**src/rtl/stream_strlen.sv**
```systemverilog
// rtl/stream_strlen.sv - streaming C-string length counter over B-byte words
//
// Scans each accepted word for the first NUL byte (MSB byte first), accumulates
// the length across words and presents it on a registered valid/ready output.
// Optional macro: STRLEN_WORD_LIMIT_EN adds a per-string word limit (MAX_WORDS)
// that ends the string with len_timeout=1 when no NUL has been seen.
//
// Ports:
//   clk          rising-edge clock
//   rst          synchronous, active-high reset
//   in_data      string word, byte [8*B-1:8*B-8] is the first character
//   in_valid     in_data is valid
//   in_ready     word accepted this cycle (depends on state only)
//   len          string length in bytes before the first NUL (saturating)
//   len_valid    len holds a result
//   len_ready    consumer takes the result
//   len_ovf      length saturated at 2^LEN_WIDTH-1
//   len_timeout  word limit hit before a NUL; constant 0 without the macro

module stream_strlen #(
   parameter int BYTES_PER_WORD = 8,
   parameter int LEN_WIDTH      = 16,
   parameter int MAX_WORDS      = 64
) (
   input  logic                        clk,
   input  logic                        rst,
   input  logic [8*BYTES_PER_WORD-1:0] in_data,
   input  logic                        in_valid,
   output logic                        in_ready,
   output logic [LEN_WIDTH-1:0]        len,
   output logic                        len_valid,
   input  logic                        len_ready,
   output logic                        len_ovf,
   output logic                        len_timeout
);

   localparam int DW  = 8 * BYTES_PER_WORD;
   localparam int LW1 = LEN_WIDTH + 1;

   if (BYTES_PER_WORD < 1) begin : g_bytes_check
      $error("BYTES_PER_WORD must be at least 1");
   end
   if (MAX_WORDS < 1) begin : g_max_words_check
      $error("MAX_WORDS must be at least 1");
   end

   typedef enum logic [0:0] {
      SCAN   = 1'b0,
      REPORT = 1'b1
   } state_t;

   state_t               state;
   state_t               state_n;

   logic [LEN_WIDTH-1:0] acc;
   logic                 acc_ovf;     // sticky: accumulation already saturated
   logic [LEN_WIDTH-1:0] len_r;
   logic                 len_ovf_r;

   logic                 found;
   logic [LW1-1:0]       z_idx;
   logic [LW1-1:0]       add_term;
   logic [LW1-1:0]       sum;
   logic                 sum_ovf;
   logic [LEN_WIDTH-1:0] sum_sat;
   logic                 accept;
   logic                 limit_hit;

   // First NUL search, most significant byte first; later NULs are ignored.
   always_comb begin
      found = 1'b0;
      z_idx = '0;
      for (int i = 0; i < BYTES_PER_WORD; i++) begin
         if (!found && (in_data[DW-1-8*i -: 8] == 8'h00)) begin
            found = 1'b1;
            z_idx = LW1'(i);
         end
      end
   end

   // One extra bit of headroom detects overflow before saturating.
   assign add_term = found ? z_idx : LW1'(BYTES_PER_WORD);
   assign sum      = {1'b0, acc} + add_term;
   assign sum_ovf  = sum[LEN_WIDTH];
   assign sum_sat  = sum_ovf ? {LEN_WIDTH{1'b1}} : sum[LEN_WIDTH-1:0];

   assign accept   = in_valid && (state == SCAN);

`ifdef STRLEN_WORD_LIMIT_EN
   localparam int CW = (MAX_WORDS < 2) ? 1 : $clog2(MAX_WORDS + 1);

   logic [CW-1:0] word_cnt;
   logic          len_timeout_r;

   // The word being accepted now is the MAX_WORDS-th unterminated one.
   assign limit_hit   = !found && (word_cnt == CW'(MAX_WORDS - 1));
   assign len_timeout = len_timeout_r;

   always_ff @(posedge clk) begin
      if (rst) begin
         word_cnt      <= '0;
         len_timeout_r <= 1'b0;
      end else begin
         case (state)
            SCAN: begin
               if (accept) begin
                  if (found || limit_hit) begin
                     word_cnt      <= '0;
                     len_timeout_r <= limit_hit;
                  end else begin
                     word_cnt <= word_cnt + CW'(1);
                  end
               end
            end
            REPORT: begin
               if (len_ready) begin
                  len_timeout_r <= 1'b0;
               end
            end
            default: ;
         endcase
      end
   end
`else
   assign limit_hit   = 1'b0;
   assign len_timeout = 1'b0;
`endif

   // Next state and handshake outputs; in_ready never looks at in_valid.
   always_comb begin
      state_n   = state;
      in_ready  = 1'b0;
      len_valid = 1'b0;
      case (state)
         SCAN: begin
            in_ready = 1'b1;
            if (accept && (found || limit_hit)) begin
               state_n = REPORT;
            end
         end
         REPORT: begin
            len_valid = 1'b1;
            if (len_ready) begin
               state_n = SCAN;
            end
         end
         default: state_n = SCAN;
      endcase
   end

   always_ff @(posedge clk) begin
      if (rst) begin
         state     <= SCAN;
         acc       <= '0;
         acc_ovf   <= 1'b0;
         len_r     <= '0;
         len_ovf_r <= 1'b0;
      end else begin
         state <= state_n;
         case (state)
            SCAN: begin
               if (accept) begin
                  if (found || limit_hit) begin
                     // Terminating word: latch the result and restart the sum.
                     len_r     <= sum_sat;
                     len_ovf_r <= acc_ovf | sum_ovf;
                     acc       <= '0;
                     acc_ovf   <= 1'b0;
                  end else begin
                     acc     <= sum_sat;
                     acc_ovf <= acc_ovf | sum_ovf;
                  end
               end
            end
            REPORT: begin
               if (len_ready) begin
                  len_ovf_r <= 1'b0;
               end
            end
            default: ;
         endcase
      end
   end

   assign len     = len_r;
   assign len_ovf = len_ovf_r;

endmodule

```
**config.mk**
```make
export PLATFORM = sky130hd
export DESIGN_NAME = stream_strlen
export DESIGN_NICKNAME = d
export VERILOG_FILES = /design/src/rtl/stream_strlen.sv
export SDC_FILE = /design/constraint.sdc
export NUM_CORES = 1
export LEC_CHECK = 0
export ABC_AREA = 1
export ABC_CLOCK_PERIOD_IN_PS = 7500
export CORE_ASPECT_RATIO = 0.8
export CORE_MARGIN = 2
export CORE_UTILIZATION = 49
export CTS_CLUSTER_SIZE = 14
export DETAILED_ROUTE_END_ITERATION = 16
export GPL_TIMING_DRIVEN = 0
export HOLD_SLACK_MARGIN = 0.02
export PLACE_DENSITY = 0.93
export SLEW_MARGIN = 30
export SYNTH_ARGS = -nofsm -noshare
export SYNTH_HDL_FRONTEND = slang
export SYNTH_SLANG_ARGS = --single-unit
```
**constraint.sdc**
```tcl
create_clock -name clk -period 7.5 [get_ports clk]
set_input_delay 1.5 -clock clk [delete_from_list [all_inputs] [get_ports clk]]
set_output_delay 1.5 -clock clk [all_outputs]
set_load 0.01 [all_outputs]
```
==> reports/results.ini, run 1 <==
[clock_network]
ctsHoldBuffers=0
clockBufferDepth=2
clkSinkCount=35
cts_buffers=5
insertion_delay_ns=0.31
htree_levels=2
path_clk_slew_ns=0.08
clock-root-buffer=clkbuf_8
cts_tree=yes
postCtsSetupBuffers=0
cts_resized=0

[timing]
timing.final.crit_share_pct=60.3
tns_ns=0
skew_ns=0.0181
fin_crit_ns=4.52
timing.fmax_mhz=221
tightest_slew_ns=0.551
hold_viol_final=0
finalMaxSlewViolations=0
slew_headroom_pct=63.3
rsz0062_at_grt=no
setup_violations=0

[critical_path]
endpoint_kind=flip-flop
worstRegToRegCells=11
crit_required_ns=7.66
startpoint_type=input port
startpoint=in_data[63]
r2r_start=acc[0]
cp_data_arrival_time_ns=4.68
path_class=input port to flip-flop
critPathMaxFanout=10

[routing]
num_vias=2864
wl_per_cell_um=13.0
viasPerCell=5.26
route.antenna.remaining_nets=0
drtIter0Drc=194
routed_wl_um=7080
dr.pass1.iters=5
drc=0

[floorplanning]
core-area_um2=4920
row_count=23
initial_utilization_pct=50.2
die_w_um=83.4
die_h_um=67.5
pin_count=88
die_area_um2=5630

[pwr]
internal_power_mw=0.331
p_leak_nw=1.58
p_switching_mw=0.111
peakVddDrop_mv=0.112
pwr-share-comb_pct=17.1
power.share.switching_pct=25.1
seq_power_share_pct=43.0
clkPwrFrac_pct=39.9
power_density_nw_per_um2=126

[synth]
synth-seq-area-share_pct=28.3
async_reset_ff_share_pct=0
synthCells=389
synth_edf_count=0
synth.avg_cell_area_um2=6.36
synth_cell_types=36
synth-main-ff-cell=dfxtp_1
syn_nets=462
syn_area_um2=2470
yosysWarnings=0
ys_seq_elements=35

[worst_hold_path]
hp-start=len[3]
holdPathStages=2
min_path_type=flip-flop to flip-flop

[grt]
grt_pass1_vias=2621
groute.usage.overall_pct=25.4
grt_max_degree=13
antenna_found_initial=0
grt_first_pass_wirelength_um=11500
grt_overflow=0

[placed_design]
dpl.hpwl_um=5470
io_buffers=85
place_area_um2=3400
routabilityCongestion=0.928

[finish]
antennaDiodeCount=0
n_fill_cell=375
layout-drive-gt1-share_pct=11.4
syn_to_final_growth_pct=42.1
final_cell_mix=nand2_1, clkdlybuf4s50_1, nor2_1, nand3_1, inv_1
fin_area_um2=3510
nets=554
layout_commonest_cell=nand2_1

[run_status]
outcome=finished, final reports clean

[run]
cap_violations=0

[critical path, cell delays in order]
cell and delay (ns):
clkdlybuf4s50_1 0.48, nor2_1 0.05, and2_1 0.14, nand2_1 0.06
nand2_2 0.09, nor2_4 0.14, nand4_4 0.14, buf_4 0.22
nand2_1 0.07, a21oi_1 0.05, ha_1 0.25, fa_1 0.42
inv_1 0.11, nor2_1 0.05, nor2_1 0.18, inv_2 0.09
nand4_4 0.14, buf_6 0.20, nand3_2 0.14, nand3_2 0.10
a21oi_1 0.06
[cell usage after synthesis (6+ instances only)]
library cell    n  area share, %
nand4_1        11            2.8
nor2_2          6            1.5
a21oi_1        20            4.0
nand3_1        43            8.7
nand3_2        12            4.9
inv_1          42            6.4
dfxtp_1        35             28
nor2_1         61            9.3
nand2_1       105             16
[state kept, by name, indices dropped and copies added, names as in the netlist]
name / cells
len: 16
acc: 16
state: 1
acc_ovf: 1
len_ovf: 1
[per-stage QoR]
stage                     power [mW]  hold WS [ns]  cells  utilization [%]  setup slack [ns]
after detailed placement       0.268         0.457    536             69.1              2.73
final                          0.441         0.463    544             71.4              2.98
after global routing           0.456         0.493    544             71.4              2.78
after CTS                      0.441         0.467    544             71.4              3.01
after floorplan                0.224         0.450    389                -              3.63
after global placement         0.266         0.452    536             69.1              2.79
[logic make-up after synthesis]
family	Yosys count	synth area share [%]
simple gates	262	51.8
buf+inv	59	10.8
xor+xnor	1	0.354
flops	35	28.3
other cells	1	0.152
fa+ha+maj	5	2.83
compound gates	26	5.72
[layout make-up]
cell class	instances	area [um^2]	area share, %
multi-input cells	295	1510	42.8
well taps	62	77.6	2.21
repair buffers	85	851	24.2
clock buffers	5	68.8	1.96
plain buffers	14	97.6	2.78
clock inverters	3	43.8	1.25
inverters	45	169	4.81
flip-flops and latches	35	701	19.9
[power groups by stage]
stage / combinational [mW] / clock [mW] / sequential, mW
after floorplan: 0.0300 / 0 / 0.194
after global placement: 0.0724 / 0 / 0.194
after detailed placement: 0.0746 / 0 / 0.194
after CTS: 0.0751 / 0.176 / 0.190
after global routing: 0.0820 / 0.185 / 0.190
final: 0.0755 / 0.176 / 0.190
[per-layer routing]
layer  share of wire, %  track usage, %
met4                1.6            9.48
met1                 42            30.0
met2                 48            44.9
met5                  0               0
met3                7.6            7.21
[worst paths after layout]
check | to | slack (ns)
min reg2reg | len[3] | 0.46
max | acc[7] | 2.98
max reg2reg | acc[7] | 5.28
min | len[3] | 0.46
Power figures use the tool's default switching activity.
==> inputs of run 2 (changes only) <==
Settings changed: ABC_CLOCK_PERIOD_IN_PS 7500 to 3800, CORE_UTILIZATION 49 to 41, PLACE_DENSITY 0.93 to 0.84.
Clock period 7.5 ns to 3.8 ns, I/O delays scaled along.
==> reports/results.ini, run 2 (synthesized netlist as in run 1, its figures left out) <==
[floorplanning]
die_w_um=90.8  ; +8.9%
core-area_um2=5880  ; +20%
row_count=25  ; +8.7%
die_area_um2=6670  ; +18%
pin_count=88  ; unchanged
initial_utilization_pct=42.0  ; -8.2 points
die_h_um=73.5  ; +8.8%

[routing]
drc=0  ; unchanged
routed_wl_um=7110  ; +0.32%
viasPerCell=4.97  ; -5.7%
drtIter0Drc=204  ; +5.2%
wl_per_cell_um=12.6  ; -3.4%
num_vias=2806  ; -2.0%
dr.pass1.iters=5  ; unchanged
route.antenna.remaining_nets=0  ; unchanged

[timing]
skew_ns=0.0143  ; -0.00382 ns
tightest_slew_ns=0.539  ; -0.0126 ns
timing.fmax_mhz=281
timing.final.crit_share_pct=93.8
whs_ns=0.465  ; +0.00147 ns
fin_crit_ns=3.56
setup_ws_ns=0.236  ; -2.74 ns
setup_violations=0  ; unchanged
hold_viol_final=0  ; unchanged
finalMaxSlewViolations=0  ; unchanged
slew_headroom_pct=64.1  ; +0.84 points
rsz0062_at_grt=no

[clock_network]
htree_levels=2  ; unchanged
cts_buffers=5  ; unchanged
insertion_delay_ns=0.30  ; about the same
path_clk_slew_ns=0.08  ; about the same
clockBufferDepth=2  ; unchanged
cts_tree=yes
clkSinkCount=35  ; unchanged
clock-root-buffer=clkbuf_8

[run_status]
outcome=finished, final reports clean

[critical_path]
endpoint_kind=flip-flop
crit_path_max_incr_delay_ns=0.39  ; -0.09 ns
cp_data_arrival_time_ns=3.80  ; -0.88 ns
startpoint_type=input port
crit_chain=clkdlybuf4s50_1 -> nor2_1 -> nand2_1 -> nor2_2 -> inv_1 -> nand2_1 -> nor2_4 -> nand4_4 -> buf_6 -> nand2_1 -> a21oi_1 -> ha_1 -> fa_1 -> inv_1 -> nor2_1 -> nor2_2 -> inv_2 -> nand4_4 -> buf_12 -> nand2_1 -> nand3_1 -> a21oi_2
crit_slowest_cell=clkdlybuf4s50_1
cpLargestDelayFamily=simple AND/OR/NAND/NOR gates
crit_buf_inv=6  ; +1
critPathMaxFanout=10  ; unchanged
crit_required_ns=4.04  ; -3.62 ns
path_class=input port to flip-flop
crit_top_cell=nand2_1

[grt]
grt_first_pass_wirelength_um=11900  ; +2.9%
grt_pass1_vias=2520  ; -3.9%
groute.usage.overall_pct=22.0  ; -3.4 points
grt_overflow=0  ; unchanged
grt_max_degree=12  ; -1
antenna_found_initial=0  ; unchanged

[finish]
layout-drive-gt1-share_pct=11.8  ; +0.37 points
layout_commonest_cell=nand2_1
final_cells=565  ; +3.9%
nets=556  ; +0.36%
antennaDiodeCount=0  ; unchanged
final_core_util_pct=60.2  ; -11 points
final_cell_mix=nand2_1, clkdlybuf4s50_1, nor2_1, nand3_1, inv_1
multi_input_area_um2=1510  ; +0.17%
ff_latch_area_um2=701  ; unchanged
syn_to_final_growth_pct=43.2
fin_area_um2=3540  ; +0.75%
n_fill_cell=542  ; +45%

[pwr]
power_density_nw_per_um2=225  ; +79%
peakVddDrop_mv=0.163  ; +46%
p_leak_nw=1.58  ; about the same

[placed_design]
place_area_um2=3420  ; +0.70%
io_buffers=85  ; unchanged
pre_cts_ws_ns=-0.224  ; -2.95 ns
routabilityCongestion=0.890  ; -4.1%
dpl.hpwl_um=5710  ; +4.3%
dp.cells=555  ; +3.5%

[worst_hold_path]
min_path_type=flip-flop to flip-flop

[run]
cap_violations=0  ; unchanged

## run 2: per-layer routing
layer  GRT usage [%]  share of wire (%)  vias to the layer above
li1                -                  -                     1429
met1            28.6                 45                     1240
met2            37.8                 46                      117
met3            4.92                7.9                       20
met4            4.88                1.7                        0
met5               0                  0                        -
## run 2: worst min-delay path: cells and delay by family (launching register included)
family / cells / cell delay (ns)
flip-flops: 1 / 0.32
AND/OR/NAND/NOR: 2 / 0.11
## run 2: final cells by class
type                            instances  share of cell area [%]
Clock inverter                          2                   0.353
Clock buffer                            6                    2.05
Inverter                               45                    4.77
Multi-Input combinational cell        295                    42.6
Sequential cell                        35                    19.8
Tap cell                               81                    2.86
Timing Repair Buffer                   87                    24.5
Buffer                                 14                    3.11
## run 2: worst paths after layout
check / from / to / slack [ns] / cells past startpoint
worst max-delay path: in_data[47] / acc[3] / 0.24 / 22
worst min-delay path: len[5] / len[5] / 0.46 / 2
worst max register to register: acc[0] / acc[7] / 1.72 / 11
worst min register to register: len[5] / len[5] / 0.46 / 2
## run 2: power breakdown
group | leakage, nW | internal [mW] | switching, mW
sequential | 0.282 | 0.371 | 0.00309
combinational | 1.26 | 0.0877 | 0.0626
clock | 0.0412 | 0.128 | 0.144
## run 2: what timing repair did
action	4_1_cts	5_1_grt
setup buffers	0	2
endpoints found under the setup margin	0	34
endpoints found under the hold margin	0	0
hold buffers	0	0
gates resized for setup	0	4
## run 2: metrics by stage
stage	total power [mW]	setup TNS (ns)
floorplan	0.442	0
global placement	0.526	-3.53
CTS	0.794	0
detailed placement	0.529	-4.39
global route	0.832	0
finish	0.796	0
==> inputs of run 3 (changes only) <==
Settings changed: CORE_MARGIN 2 to 3, CORE_UTILIZATION 41 to 30, PLACE_DENSITY 0.84 to 0.66.
==> reports/results.ini, run 3 (synthesized netlist as in run 1, its figures left out) <==
[placed_design]
io_buffers=85  ; unchanged
routabilityCongestion=0.876  ; -1.5%
dpl.hpwl_um=5820  ; +2.0%
place_area_um2=3450  ; +0.88%

[routing]
dr.pass1.iters=4  ; -1
wl_per_cell_um=12.3  ; -2.2%
drtIter0Drc=124  ; -39%
viasPerCell=4.62  ; -7.0%
drc=0  ; unchanged
route.antenna.remaining_nets=0  ; unchanged
routed_wl_um=7230  ; +1.8%
num_vias=2715  ; -3.2%

[critical_path]
critPathMaxFanout=10  ; unchanged
startpoint_type=input port
endpoint_kind=flip-flop
rrSetupSlack_ns=1.68  ; -0.04 ns
r2r-end=acc[3]
crit_required_ns=3.96  ; -0.08 ns
cp_data_arrival_time_ns=3.74  ; -0.06 ns
path_class=input port to flip-flop
worstRegToRegCells=11  ; unchanged
r2r_start=acc[0]

[clock_network]
insertion_delay_ns=0.29  ; about the same
clockBufferDepth=2  ; unchanged
htree_levels=2  ; unchanged
clkSinkCount=35  ; unchanged
clock-root-buffer=clkbuf_8
path_clk_slew_ns=0.08  ; about the same
cts_tree=yes
cts_buffers=5  ; unchanged

[timing]
slew_headroom_pct=64.9  ; +0.81 points
fin_crit_ns=3.58  ; +0.0211 ns
timing.final.crit_share_pct=94.3  ; +0.56 points
rsz0062_at_grt=no
finalMaxSlewViolations=0  ; unchanged
setup_violations=0  ; unchanged
tns_ns=0  ; unchanged
hold_viol_final=0  ; unchanged
skew_ns=0.00955  ; -0.00475 ns
tightest_slew_ns=0.526  ; -0.0122 ns
timing.fmax_mhz=279  ; -0.59%

[floorplanning]
die_w_um=107  ; +18%
die_h_um=87.2  ; +19%
pin_count=88  ; unchanged
initial_utilization_pct=32.1  ; -10 points
core-area_um2=7710  ; +31%
die_area_um2=9370  ; +41%
row_count=28  ; +12%

[pwr]
peakVddDrop_mv=0.151  ; -7.7%
power_density_nw_per_um2=241  ; +7.3%
p_leak_nw=1.59  ; +0.58%

[grt]
antenna_found_initial=0  ; unchanged
grt_overflow=0  ; unchanged
grt_max_degree=13  ; +1
groute.usage.overall_pct=15.7  ; -6.2 points
grt_pass1_vias=2501  ; -0.75%
grt_first_pass_wirelength_um=11900  ; +0.35%
met2_usage_pct=25.0  ; -13 points
top_usage_layer=met2
met1_usage_pct=22.0  ; -6.6 points
use_met3_pct=3.48  ; -1.4 points

[finish]
nets=555  ; -0.18%
layout-drive-gt1-share_pct=11.8  ; +0.024 points
syn_to_final_growth_pct=45.0
final_cell_mix=nand2_1, clkdlybuf4s50_1, nor2_1, nand3_1, inv_1
fin_area_um2=3580  ; +1.3%
n_fill_cell=771  ; +42%
layout_commonest_cell=nand2_1
final_core_util_pct=46.5  ; -14 points
antennaDiodeCount=0  ; unchanged
ff_latch_area_um2=701  ; unchanged
multi_input_area_um2=1510  ; unchanged

[worst_hold_path]
hp-start=len[2]
holdPathEnd=len[2]
holdPathStages=2  ; unchanged
min_path_type=flip-flop to flip-flop

[run]
cap_violations=0  ; unchanged

[run_status]
outcome=finished, final reports clean

-- run 3: worst max-delay path by stage --
| stage | slack [ns] | from | cells after the start | endpoint |
|---|---|---|---|---|
| floorplan | 0.67 | in_data[63] | 20 | acc[10] |
| global placement | -0.24 | in_data[63] | 21 | acc[10] |
| detailed placement | -0.25 | in_data[63] | 21 | acc[6] |
| CTS | 0.05 | in_data[63] | 21 | acc[6] |
| global route | 0.03 | in_data[39] | 22 | acc[3] |
| finish | 0.22 | in_data[63] | 21 | acc[3] |
-- run 3: area by class of cell --
class,count,share of cell area (%)
Timing Repair Buffer,86,23.9
Clock inverter,3,1.22
Buffer,14,2.93
Multi-Input combinational cell,295,42.1
Sequential cell,35,19.5
Inverter,45,4.71
Tap cell,105,3.66
Clock buffer,5,1.92
-- run 3: stage by stage --
step	setup slack, ns	hold WS (ns)	power [mW]	std cells
final	0.215	0.463	0.865	588
after global routing	0.0277	0.486	0.905	588
after CTS	0.0472	0.466	0.871	587
after detailed placement	-0.251	0.455	0.530	579
after global placement	-0.239	0.452	0.527	579
after floorplan	0.667	0.450	0.442	389
-- run 3: worst max-delay path: stages --
cell and delay, ns:
clkdlybuf4s50_1 0.48, nor2_1 0.05, and2_1 0.14, nand2_1 0.06, nand2_2 0.09, nor2_4 0.14, nand4_4 0.09, buf_6 0.16
nand2_1 0.06, a21oi_1 0.05, ha_1 0.25, fa_1 0.43, inv_1 0.11, nor2_1 0.06, nor2_2 0.12, inv_2 0.08
nand4_4 0.12, buf_8 0.18, nand2_1 0.13, nand3_1 0.12, a21oi_2 0.05
-- run 3: metal layers --
| layer | vias up | share of wire (%) |
|---|---|---|
| met5 | - | 0 |
| met4 | 0 | 0.41 |
| met3 | 6 | 7.7 |
| met2 | 76 | 45 |
| met1 | 1208 | 47 |
| li1 | 1425 | - |
-- run 3: report_power, final --
part / total, mW / switching, mW / internal [mW]
logic: 0.150 / 0.0630 / 0.0868
clock network: 0.341 / 0.146 / 0.195
registers: 0.374 / 0.00335 / 0.371
total: 0.865 / 0.212 / 0.653
-- run 3: repair_timing --
item                                    CTS  global route
hold buffers                              0             0
resized for setup                         0             3
buffers inserted                          0             1
endpoints found under the setup margin    0            24
